<file path="config.mk">
export PLATFORM = sky130hd
export DESIGN_NAME = hazard_controller_flat
export DESIGN_NICKNAME = d
export VERILOG_FILES = /design/src/rtl/hazard_controller_if.sv /design/src/rtl/hazard_controller.sv /design/src/flat_wrapper.sv
export SDC_FILE = /design/constraint.sdc
export NUM_CORES = 1
export LEC_CHECK = 0
export BUFFER_PORTS_ARGS = -buffer_cell sky130_fd_sc_hd__buf_2
export CAP_MARGIN = 20
export CELL_PAD_IN_SITES_DETAIL_PLACEMENT = 1
export CELL_PAD_IN_SITES_GLOBAL_PLACEMENT = 2
export CORE_ASPECT_RATIO = 0.9
export CORE_MARGIN = 2
export CORE_UTILIZATION = 33
export CTS_BUF_LIST = sky130_fd_sc_hd__clkbuf_2 sky130_fd_sc_hd__clkbuf_4 sky130_fd_sc_hd__clkbuf_8
export DETAILED_ROUTE_END_ITERATION = 7
export GPL_TIMING_DRIVEN = 0
export PLACE_DENSITY_LB_ADDON = 0.08
export SLEW_MARGIN = 20
export SYNTH_ARGS = -nofsm -noshare
export SYNTH_HDL_FRONTEND = slang
export SYNTH_SLANG_ARGS = --single-unit
</file>
<file path="constraint.sdc">
create_clock -name clk_i -period 2.2 [get_ports clk_i]
set_input_delay 0.33 -clock clk_i [delete_from_list [all_inputs] [get_ports clk_i]]
set_output_delay 0.33 -clock clk_i [all_outputs]
set_load 0.01 [all_outputs]
</file>
<file path="src/rtl/hazard_controller_if.sv">
// Decode-stage hazard controller bus.
// master: pipeline side, drives ID/EX/MEM hazard sources and observes controls.
// slave : hazard_controller, consumes hazard sources and drives enables/counters.
interface hazard_controller_if #(
    parameter int unsigned REG_ADDR_W = 5,
    parameter int unsigned PERF_W     = 32
);
    logic [REG_ADDR_W-1:0] rs1ID_i;
    logic [REG_ADDR_W-1:0] rs2ID_i;
    logic                  useRs1_i;
    logic                  useRs2_i;
    logic                  Branch_i;
    logic                  Ret_i;
    logic [1:0]            PCsrc_i;
    logic [REG_ADDR_W-1:0] rdEX_i;
    logic                  RegWriteEX_i;
    logic                  MemReadEX_i;
    logic [REG_ADDR_W-1:0] rdMEM_i;
    logic                  MemReadMEM_i;
    logic                  memStall_i;
    logic                  pcWrite_o;
    logic                  ifidWrite_o;
    logic                  ifidFlush_o;
    logic                  controlZeroSel_o;
    logic                  pipeWrite_o;
    logic [PERF_W-1:0]     stallCount_o;
    logic [PERF_W-1:0]     flushCount_o;

    modport master (
        output rs1ID_i, rs2ID_i, useRs1_i, useRs2_i, Branch_i, Ret_i, PCsrc_i,
               rdEX_i, RegWriteEX_i, MemReadEX_i, rdMEM_i, MemReadMEM_i, memStall_i,
        input  pcWrite_o, ifidWrite_o, ifidFlush_o, controlZeroSel_o, pipeWrite_o,
               stallCount_o, flushCount_o
    );

    modport slave (
        input  rs1ID_i, rs2ID_i, useRs1_i, useRs2_i, Branch_i, Ret_i, PCsrc_i,
               rdEX_i, RegWriteEX_i, MemReadEX_i, rdMEM_i, MemReadMEM_i, memStall_i,
        output pcWrite_o, ifidWrite_o, ifidFlush_o, controlZeroSel_o, pipeWrite_o,
               stallCount_o, flushCount_o
    );
endinterface

</file>
<file path="src/rtl/hazard_controller.sv">
// Decode-stage sequencing controller: load-use / branch-operand stall insertion,
// IF/ID flush on taken redirects, full freeze on data-memory busy, perf counters.
// Ports: clk_i, rst_ni (async active-low), bus (hazard_controller_if.slave).
// Control outputs are combinational from state and inputs; counters are registered.
module hazard_controller #(
    parameter int unsigned REG_ADDR_W = 5,
    parameter int unsigned PERF_W     = 32
) (
    input  logic                 clk_i,
    input  logic                 rst_ni,
    hazard_controller_if.slave   bus
);
    localparam logic [REG_ADDR_W-1:0] REG_ZERO = '0;

    typedef enum logic {
        ST_RUN  = 1'b0,
        ST_HOLD = 1'b1
    } state_e;

    state_e            state_q, state_d;
    logic [PERF_W-1:0] stall_cnt_q, stall_cnt_d;
    logic [PERF_W-1:0] flush_cnt_q, flush_cnt_d;

    logic       m_ex, m_mem, cmp;
    logic [1:0] need;
    logic       pc_write, ifid_write, ifid_flush, ctrl_zero, pipe_write;

    // Hazard detection: x0 never creates a dependency.
    always_comb begin
        m_ex  = (bus.rdEX_i != REG_ZERO) &&
                (((bus.rdEX_i == bus.rs1ID_i) && bus.useRs1_i) ||
                 ((bus.rdEX_i == bus.rs2ID_i) && bus.useRs2_i));
        m_mem = (bus.rdMEM_i != REG_ZERO) &&
                (((bus.rdMEM_i == bus.rs1ID_i) && bus.useRs1_i) ||
                 ((bus.rdMEM_i == bus.rs2ID_i) && bus.useRs2_i));
        cmp   = bus.Branch_i || bus.Ret_i;
        need  = 2'd0;
        if (cmp && bus.MemReadEX_i && m_ex)             need = 2'd2;
        else if (bus.MemReadEX_i && m_ex)               need = 2'd1;
        else if (cmp && bus.RegWriteEX_i && m_ex)       need = 2'd1;
        else if (cmp && bus.MemReadMEM_i && m_mem)      need = 2'd1;
    end

    // State register.
    always_ff @(posedge clk_i or negedge rst_ni) begin
        if (!rst_ni) state_q <= ST_RUN;
        else         state_q <= state_d;
    end

    // Next state: freeze holds everything; HOLD always returns to RUN.
    always_comb begin
        state_d = state_q;
        if (!bus.memStall_i) begin
            if (state_q == ST_HOLD)  state_d = ST_RUN;
            else if (need == 2'd2)   state_d = ST_HOLD;
        end
    end

    // Output decode; reset forces the free-running values.
    always_comb begin
        pc_write   = 1'b1;
        ifid_write = 1'b1;
        pipe_write = 1'b1;
        ifid_flush = 1'b0;
        ctrl_zero  = 1'b0;
        if (rst_ni) begin
            if (bus.memStall_i) begin
                pc_write   = 1'b0;
                ifid_write = 1'b0;
                pipe_write = 1'b0;
            end else if ((state_q == ST_HOLD) || (need != 2'd0)) begin
                // Stall wins over redirect; the branch re-resolves later.
                pc_write   = 1'b0;
                ifid_write = 1'b0;
                ctrl_zero  = 1'b1;
            end else if (bus.PCsrc_i != 2'b00) begin
                ifid_flush = 1'b1;
            end
        end
    end

    // Wrapping performance counters.
    always_comb begin
        stall_cnt_d = stall_cnt_q + PERF_W'(ctrl_zero);
        flush_cnt_d = flush_cnt_q + PERF_W'(ifid_flush);
    end

    always_ff @(posedge clk_i or negedge rst_ni) begin
        if (!rst_ni) begin
            stall_cnt_q <= '0;
            flush_cnt_q <= '0;
        end else begin
            stall_cnt_q <= stall_cnt_d;
            flush_cnt_q <= flush_cnt_d;
        end
    end

    assign bus.pcWrite_o        = pc_write;
    assign bus.ifidWrite_o      = ifid_write;
    assign bus.ifidFlush_o      = ifid_flush;
    assign bus.controlZeroSel_o = ctrl_zero;
    assign bus.pipeWrite_o      = pipe_write;
    assign bus.stallCount_o     = stall_cnt_q;
    assign bus.flushCount_o     = flush_cnt_q;
endmodule

</file>
<file path="src/flat_wrapper.sv">
// flat-port wrapper written by rule: the top's interface ports become plain ports
module hazard_controller_flat 
#(
    parameter int unsigned REG_ADDR_W = 5,
    parameter int unsigned PERF_W     = 32
)
  (clk_i, rst_ni, bus_rs1ID_i, bus_rs2ID_i, bus_useRs1_i, bus_useRs2_i, bus_Branch_i, bus_Ret_i, bus_PCsrc_i, bus_rdEX_i, bus_RegWriteEX_i, bus_MemReadEX_i, bus_rdMEM_i, bus_MemReadMEM_i, bus_memStall_i, bus_pcWrite_o, bus_ifidWrite_o, bus_ifidFlush_o, bus_controlZeroSel_o, bus_pipeWrite_o, bus_stallCount_o, bus_flushCount_o);
  hazard_controller_if #(.REG_ADDR_W(REG_ADDR_W), .PERF_W(PERF_W)) bus_i ();
  input  logic clk_i;
  input  logic rst_ni;
  input wire logic [$bits(bus_i.rs1ID_i)-1:0] bus_rs1ID_i;
  input wire logic [$bits(bus_i.rs2ID_i)-1:0] bus_rs2ID_i;
  input wire logic [$bits(bus_i.useRs1_i)-1:0] bus_useRs1_i;
  input wire logic [$bits(bus_i.useRs2_i)-1:0] bus_useRs2_i;
  input wire logic [$bits(bus_i.Branch_i)-1:0] bus_Branch_i;
  input wire logic [$bits(bus_i.Ret_i)-1:0] bus_Ret_i;
  input wire logic [$bits(bus_i.PCsrc_i)-1:0] bus_PCsrc_i;
  input wire logic [$bits(bus_i.rdEX_i)-1:0] bus_rdEX_i;
  input wire logic [$bits(bus_i.RegWriteEX_i)-1:0] bus_RegWriteEX_i;
  input wire logic [$bits(bus_i.MemReadEX_i)-1:0] bus_MemReadEX_i;
  input wire logic [$bits(bus_i.rdMEM_i)-1:0] bus_rdMEM_i;
  input wire logic [$bits(bus_i.MemReadMEM_i)-1:0] bus_MemReadMEM_i;
  input wire logic [$bits(bus_i.memStall_i)-1:0] bus_memStall_i;
  output wire logic [$bits(bus_i.pcWrite_o)-1:0] bus_pcWrite_o;
  output wire logic [$bits(bus_i.ifidWrite_o)-1:0] bus_ifidWrite_o;
  output wire logic [$bits(bus_i.ifidFlush_o)-1:0] bus_ifidFlush_o;
  output wire logic [$bits(bus_i.controlZeroSel_o)-1:0] bus_controlZeroSel_o;
  output wire logic [$bits(bus_i.pipeWrite_o)-1:0] bus_pipeWrite_o;
  output wire logic [$bits(bus_i.stallCount_o)-1:0] bus_stallCount_o;
  output wire logic [$bits(bus_i.flushCount_o)-1:0] bus_flushCount_o;
  assign bus_i.rs1ID_i = bus_rs1ID_i;
  assign bus_i.rs2ID_i = bus_rs2ID_i;
  assign bus_i.useRs1_i = bus_useRs1_i;
  assign bus_i.useRs2_i = bus_useRs2_i;
  assign bus_i.Branch_i = bus_Branch_i;
  assign bus_i.Ret_i = bus_Ret_i;
  assign bus_i.PCsrc_i = bus_PCsrc_i;
  assign bus_i.rdEX_i = bus_rdEX_i;
  assign bus_i.RegWriteEX_i = bus_RegWriteEX_i;
  assign bus_i.MemReadEX_i = bus_MemReadEX_i;
  assign bus_i.rdMEM_i = bus_rdMEM_i;
  assign bus_i.MemReadMEM_i = bus_MemReadMEM_i;
  assign bus_i.memStall_i = bus_memStall_i;
  assign bus_pcWrite_o = bus_i.pcWrite_o;
  assign bus_ifidWrite_o = bus_i.ifidWrite_o;
  assign bus_ifidFlush_o = bus_i.ifidFlush_o;
  assign bus_controlZeroSel_o = bus_i.controlZeroSel_o;
  assign bus_pipeWrite_o = bus_i.pipeWrite_o;
  assign bus_stallCount_o = bus_i.stallCount_o;
  assign bus_flushCount_o = bus_i.flushCount_o;
  hazard_controller #(.REG_ADDR_W(REG_ADDR_W), .PERF_W(PERF_W)) u_core (.clk_i(clk_i), .rst_ni(rst_ni), .bus(bus_i));
endmodule
</file>
### Word level (Yosys, flattened, before mapping)

Cells that the tools add are included.
W data, S select, Z words.

| operators by class | value |
|---|---|
| add/subtract/negate cells | 2 |
| eq/ne operators | 5 |
| muxes and demuxes | 18 |
| reductions and logical operators | 21 |

Operators by type and width:

| kind | count |
|---|---|
| $add A32 B1 Y32 | 2 |
| $eq A5 B5 Y1 | 4 |
| $mux W1 | 15 |
| $logic_and A1 B1 Y1 | 13 |
| $reduce_bool A5 Y1 | 2 |
| $mux W2 | 3 |
| $logic_or A1 B1 Y1 | 4 |
| $reduce_bool A2 Y1 | 2 |
| $eq A2 B2 Y1 const B | 1 |

| storage, ports and cells | value |
|---|---|
| flip-flop bits (word level) | 65 |
| bits of input ports | 32 |
| output and inout bits | 69 |

### Longest topological paths before layout

| depth | value |
|---|---|
| depth in word-level cells | 15 |
| gate-level depth with buffers | 12 |
| depth with buffers taken out | 11 |

### Worst setup path after synthesis

OpenSTA, ideal clock, no wires.

| path | value |
|---|---|
| path kind | input port to flip-flop |
| from | input port bus_rdMEM_i[0] |
| to | register u_core.flush_cnt_q[16] (netlist: u_core.bus.flushCount_o[16]) |
| setup time | 0.126 ns |
| data arrival time | 2.692 ns |
| slack | -0.618 ns |
| cell stages on the path | 11 |
| path buffers | 1 |
| cells stage by stage | or4_1 o221ai_1 a21oi_1 nor3_1 ha_1 ha_1 and3_1 buf_2 and2b_1 nand4_1 xnor2_1 |

| between the ends | value |
|---|---|
| longest elaborated chain between the ends | 15 |
| elaborated cells on any way between the ends | 18 |
| those cells by class | add/sub (1); eq/ne (2); mux (7); reduce/logical (8) |

Ends and longest elaborated chain:

| item | RTL line | source |
|---|---|---|
| start, declared | flat_wrapper.sv:21 | `input wire logic [$bits(bus_i.rdMEM_i)-1:0] bus_rdMEM_i;` |
| $eq A5 B5 Y1, on equally long branches | hazard_controller.sv:34, hazard_controller.sv:35 |  |
| $logic_and A1 B1 Y1, on equally long branches | hazard_controller.sv:34, hazard_controller.sv:35 |  |
| $logic_or A1 B1 Y1 | hazard_controller.sv:34 | `(((bus.rdMEM_i == bus.rs1ID_i) && bus.useRs1_i) \|\|` |
| $logic_and A1 B1 Y1 * | hazard_controller.sv:33 | `m_mem = (bus.rdMEM_i != REG_ZERO) &&` |
| $logic_and A1 B1 Y1 * | hazard_controller.sv:41 | `else if (cmp && bus.MemReadMEM_i && m_mem) need = 2'd1;` |
| $mux W1 * | hazard_controller.sv:41 |  |
| $mux W2 * | hazard_controller.sv:40 | `else if (cmp && bus.RegWriteEX_i && m_ex) need = 2'd1;` |
| $mux W2 * | hazard_controller.sv:39 | `else if (bus.MemReadEX_i && m_ex) need = 2'd1;` |
| $mux W2 * | hazard_controller.sv:38 | `if (cmp && bus.MemReadEX_i && m_ex) need = 2'd2;` |
| $reduce_bool A2 Y1 * | hazard_controller.sv:71 | `end else if ((state_q == ST_HOLD) \|\| (need != 2'd0)) begin` |
| $logic_or A1 B1 Y1 * | hazard_controller.sv:71 |  |
| $mux W1 * | hazard_controller.sv:71 |  |
| $mux W1 * | hazard_controller.sv:67 | `if (bus.memStall_i) begin` |
| $mux W1 * | hazard_controller.sv:66 | `if (rst_ni) begin` |
| named net bus_ifidFlush_o | flat_wrapper.sv:26 | `output wire logic [$bits(bus_i.ifidFlush_o)-1:0] bus_ifidFlush_o;` |
| $add A32 B1 Y32 * | hazard_controller.sv:85 | `flush_cnt_d = flush_cnt_q + PERF_W'(ifid_flush);` |
| named net u_core.flush_cnt_d[16] | hazard_controller.sv:22 | `logic [PERF_W-1:0] flush_cnt_q, flush_cnt_d;` |
| end signal, assigned | hazard_controller.sv:94 | `flush_cnt_q <= flush_cnt_d;` |
| end, declared | hazard_controller.sv:22 |  |

Mark *: on every way through the listed nets, which the timed path passes. The rest lies on a longest branch.
A chain may end at the register's enable or synchronous reset.

### Worst setup path in the final report

| path | value |
|---|---|
| from | input port bus_rdEX_i[2] |
| to | output port bus_pcWrite_o |

| between the ends | value |
|---|---|
| longest elaborated chain between the ends | 13 |
| elaborated cells on any way between the ends | 18 |
| those cells by class | eq/ne (2); mux (6); reduce/logical (10) |

Ends and longest elaborated chain:

| item | RTL line | source |
|---|---|---|
| start, declared | flat_wrapper.sv:18 | `input wire logic [$bits(bus_i.rdEX_i)-1:0] bus_rdEX_i;` |
| $eq A5 B5 Y1, on equally long branches | hazard_controller.sv:31, hazard_controller.sv:32 |  |
| $logic_and A1 B1 Y1, on equally long branches | hazard_controller.sv:31, hazard_controller.sv:32 |  |
| $logic_or A1 B1 Y1 | hazard_controller.sv:31 | `(((bus.rdEX_i == bus.rs1ID_i) && bus.useRs1_i) \|\|` |
| $logic_and A1 B1 Y1 * | hazard_controller.sv:30 | `m_ex = (bus.rdEX_i != REG_ZERO) &&` |
| $logic_and A1 B1 Y1 | hazard_controller.sv:40 |  |
| $mux W2 | hazard_controller.sv:40 |  |
| $mux W2 | hazard_controller.sv:39 |  |
| $mux W2 * | hazard_controller.sv:38 |  |
| $reduce_bool A2 Y1 * | hazard_controller.sv:71 |  |
| $logic_or A1 B1 Y1 * | hazard_controller.sv:71 |  |
| $mux W1 * | hazard_controller.sv:71 |  |
| $mux W1 * | hazard_controller.sv:67 |  |
| $mux W1 * | hazard_controller.sv:66 |  |
| end, declared | flat_wrapper.sv:24 | `output wire logic [$bits(bus_i.pcWrite_o)-1:0] bus_pcWrite_o;` |

Every way passes the cells marked *; elsewhere a longest branch is shown, timed or not.

==> qor.txt <==
Run status: finished, violations left
Violated checks: negative setup slack
Worst EP arrival: 1990 ps
CTS buffer count: 9
Peak supply drop: 0.000258 V
DPL Wire Length: 5.73 mm
FF+latch area: 1630 µm²
Final period demand of the worst path: 2320 ps
Final antenna-violating net count: 0
Fmax: 431 MHz
Drt first pass iters: 4
Startpoint Class: primary input
Cell variety after synth: 36
Clock transition at the registers of the reported paths: 80 ps
Ant diodes: 0
Initial core utilization: 33.5%
Power per cell area: 605 nW/µm²
Leakage: 2.42 nW
Synth Net Count: 315
R2r setup slk: -10 ps
Slew Limit Headroom: 71.1%
Initial antenna violation count: 0
Critical path class: in2out
Final WL: 8.47 mm
Final Cycle Share: 106%
Commonest non-fill, non-tap cell in the layout: buf_2
Final core utilization: 51.2%
IO buf count: 100
Mapped Avg Cell Area: 11.5 µm²
Drt wl/cell: 15.4 µm
Max-slew violations: 0
Die H: 97.6 µm
Vias in the first global route: 2689
Flops & latches, synth: 65
Met1 Track Usage GR: 22.3%
Clk_lat worst skew: 350 ps
Vias post-DR: 2592
Sequential fraction of the synthesis area: 50.7%
Vias per cell: 4.73
All-Layer GR Usage: 16.8%
Number of synthesized flops with an enable pin: 0
CORE AREA: 9570 µm²
DRC viols: 0
Die X: 108 µm
Met2 GRT Util: 26.8%
Iteration-0 DRC Markers: 49
Most used routing layer: met2
Worst r2r dst: u_core.bus.flushCount_o[16]$_DFF_PN0_
Final hold vios: 0
Routability cong.: 0.702
Req. time, crit path: 1870 ps
M3 GR Usage: 3.76%
Area of the multi-input gates: 1970 µm²
Root buf cell: clkbuf_8
Layout area overhead: 52.7%
Design area: 4900 µm²
Ys async rst share: 100%
Total grt overflow: 0
Hold Path Class: in2async
Most frequent cells in the layout: buf_2, dfrtp_1, xnor2_1
Clock skew: 12.0 ps
Synth warnings: 0
Synth Cell Area: 3210 µm²
Synth Flop Type: dfrtp_1
Layout cell share with drive strength beyond 1: 50.9%
Crit Path Max Fanout: 3
Die area: 10500 µm²
Worst setup margin: -123 ps
Ports: 101
CTS max path bufs: 2
Worst r2r src: u_core.state_q$_DFFE_PN0N_
RSZ-0062 raised after global routing: yes
Largest net degree at the start of global routing: 43
CTS tree: done
CP Capture Type: primary output
Slew @ Worst Pin: 432 ps
Number of filler cells placed in the layout: 1061
CTS H-tree lvls: 3
Layout Nets: 453
First-pass GRT wire length: 13.8 mm
Overall power: 2.97 mW
R2r worst-path depth: 9
Placed cell area: 4020 µm²
Max-Cap Viols: 0
Post-Synthesis Cells: 279
Pre-CTS WS: -738 ps
Clk sink count: 65
FP Rows: 34
Endpoints failing setup: 18
## cells by family (layout without fill, tap and decap cells)
logic type / count (synthesis) / in the layout / synth area share [%]
simple gates: 113 / 113 / 22.2
xor+xnor: 80 / 80 / 21.8
flops: 65 / 65 / 50.7
compound gates: 9 / 9 / 2.46
buf+inv: 8 / 151 / 1.25
fa+ha+maj: 4 / 4 / 1.56
## area by class of cell
cell class / count / area share, %
sequential: 65 / 33.2
timing repair buffer: 128 / 17.5
clock inverter: 6 / 2.35
inverter: 4 / 0.306
multi-input combinational: 206 / 40.3
buffer: 3 / 0.536
clock buffer: 10 / 2.68
tap: 126 / 3.22
## metrics by stage
| stage | hold WS [ps] | setup TNS [ps] | std cells |
|---|---|---|---|
| 2_1_floorplan | 34.4 | -6890 | 279 |
| 3_3_place_gp | 453 | -58850 | 505 |
| 3_5_place_dp | 282 | -25320 | 506 |
| 4_1_cts | 6.44 | -1540 | 539 |
| 5_1_grt | 36.5 | -4780 | 548 |
| 6_report | 28.4 | -824 | 548 |
## flip-flops by register name, indices dropped and copies added, names as in the netlist
signal	cells
u_core.bus.flushCount_o	32
u_core.bus.stallCount_o	32
u_core.state_q	1
## per-layer routing
metal,vias up,share of wire [%]
met5,-,0
met4,0,1.5
met3,13,4.4
met2,64,50
met1,1275,44
li1,1240,-
## worst max-delay path, stage by stage
cell	delay [ps]
buf_8	100
or4_4	540
nor2_4	140
nor3_4	70
buf_6	130
buf_6	110
o41ai_4	320
buf_4	170
buf_6	90
## what timing repair did
action	4_1_cts	5_1_grt
hold buffers	2	0
endpoints found under the setup margin	38	56
resized for setup	36	49
endpoints found under the hold margin	23	0
pin swaps	33	35
buffers inserted	16	11
gates cloned	0	0
## how the worst max path moves through the flow
stage	startpoint	slack, ps	end
after detailed placement	bus_rdEX_i[0]	-740	u_core.bus.stallCount_o[30]$_DFF_PN0_
after CTS	bus_rs2ID_i[1]	-170	u_core.bus.stallCount_o[25]$_DFF_PN0_
after global placement	rst_ni	-1380	u_core.bus.flushCount_o[16]$_DFF_PN0_
after floorplan	bus_rdEX_i[1]	-350	u_core.bus.flushCount_o[16]$_DFF_PN0_
after global routing	bus_rdEX_i[3]	-210	u_core.bus.flushCount_o[31]$_DFF_PN0_
final	bus_rdEX_i[2]	-120	bus_pcWrite_o
## synth_stat cells (3+ instances only)
master,number,area [µm²]
nand3_1,29,145
nor3_2,6,60.1
nand2_1,22,82.6
xor2_1,31,272
dfrtp_1,65,1630
nand4_4,3,63.8
and3_1,7,43.8
nand4_1,8,50.1
and4_4,3,33.8
ha_1,4,50.1
nor2_1,14,52.6
inv_1,4,15.0
nor4_1,5,31.3
xnor2_1,49,429
## power breakdown
group / switching, mW / leakage, nW / internal, mW
sequential: 0.0854 / 0.888 / 1.26
combinational: 0.177 / 1.41 / 0.181
clock: 0.497 / 0.121 / 0.771
total: 0.759 / 2.42 / 2.21
No activity file was read; power rests on OpenSTA's default activity.
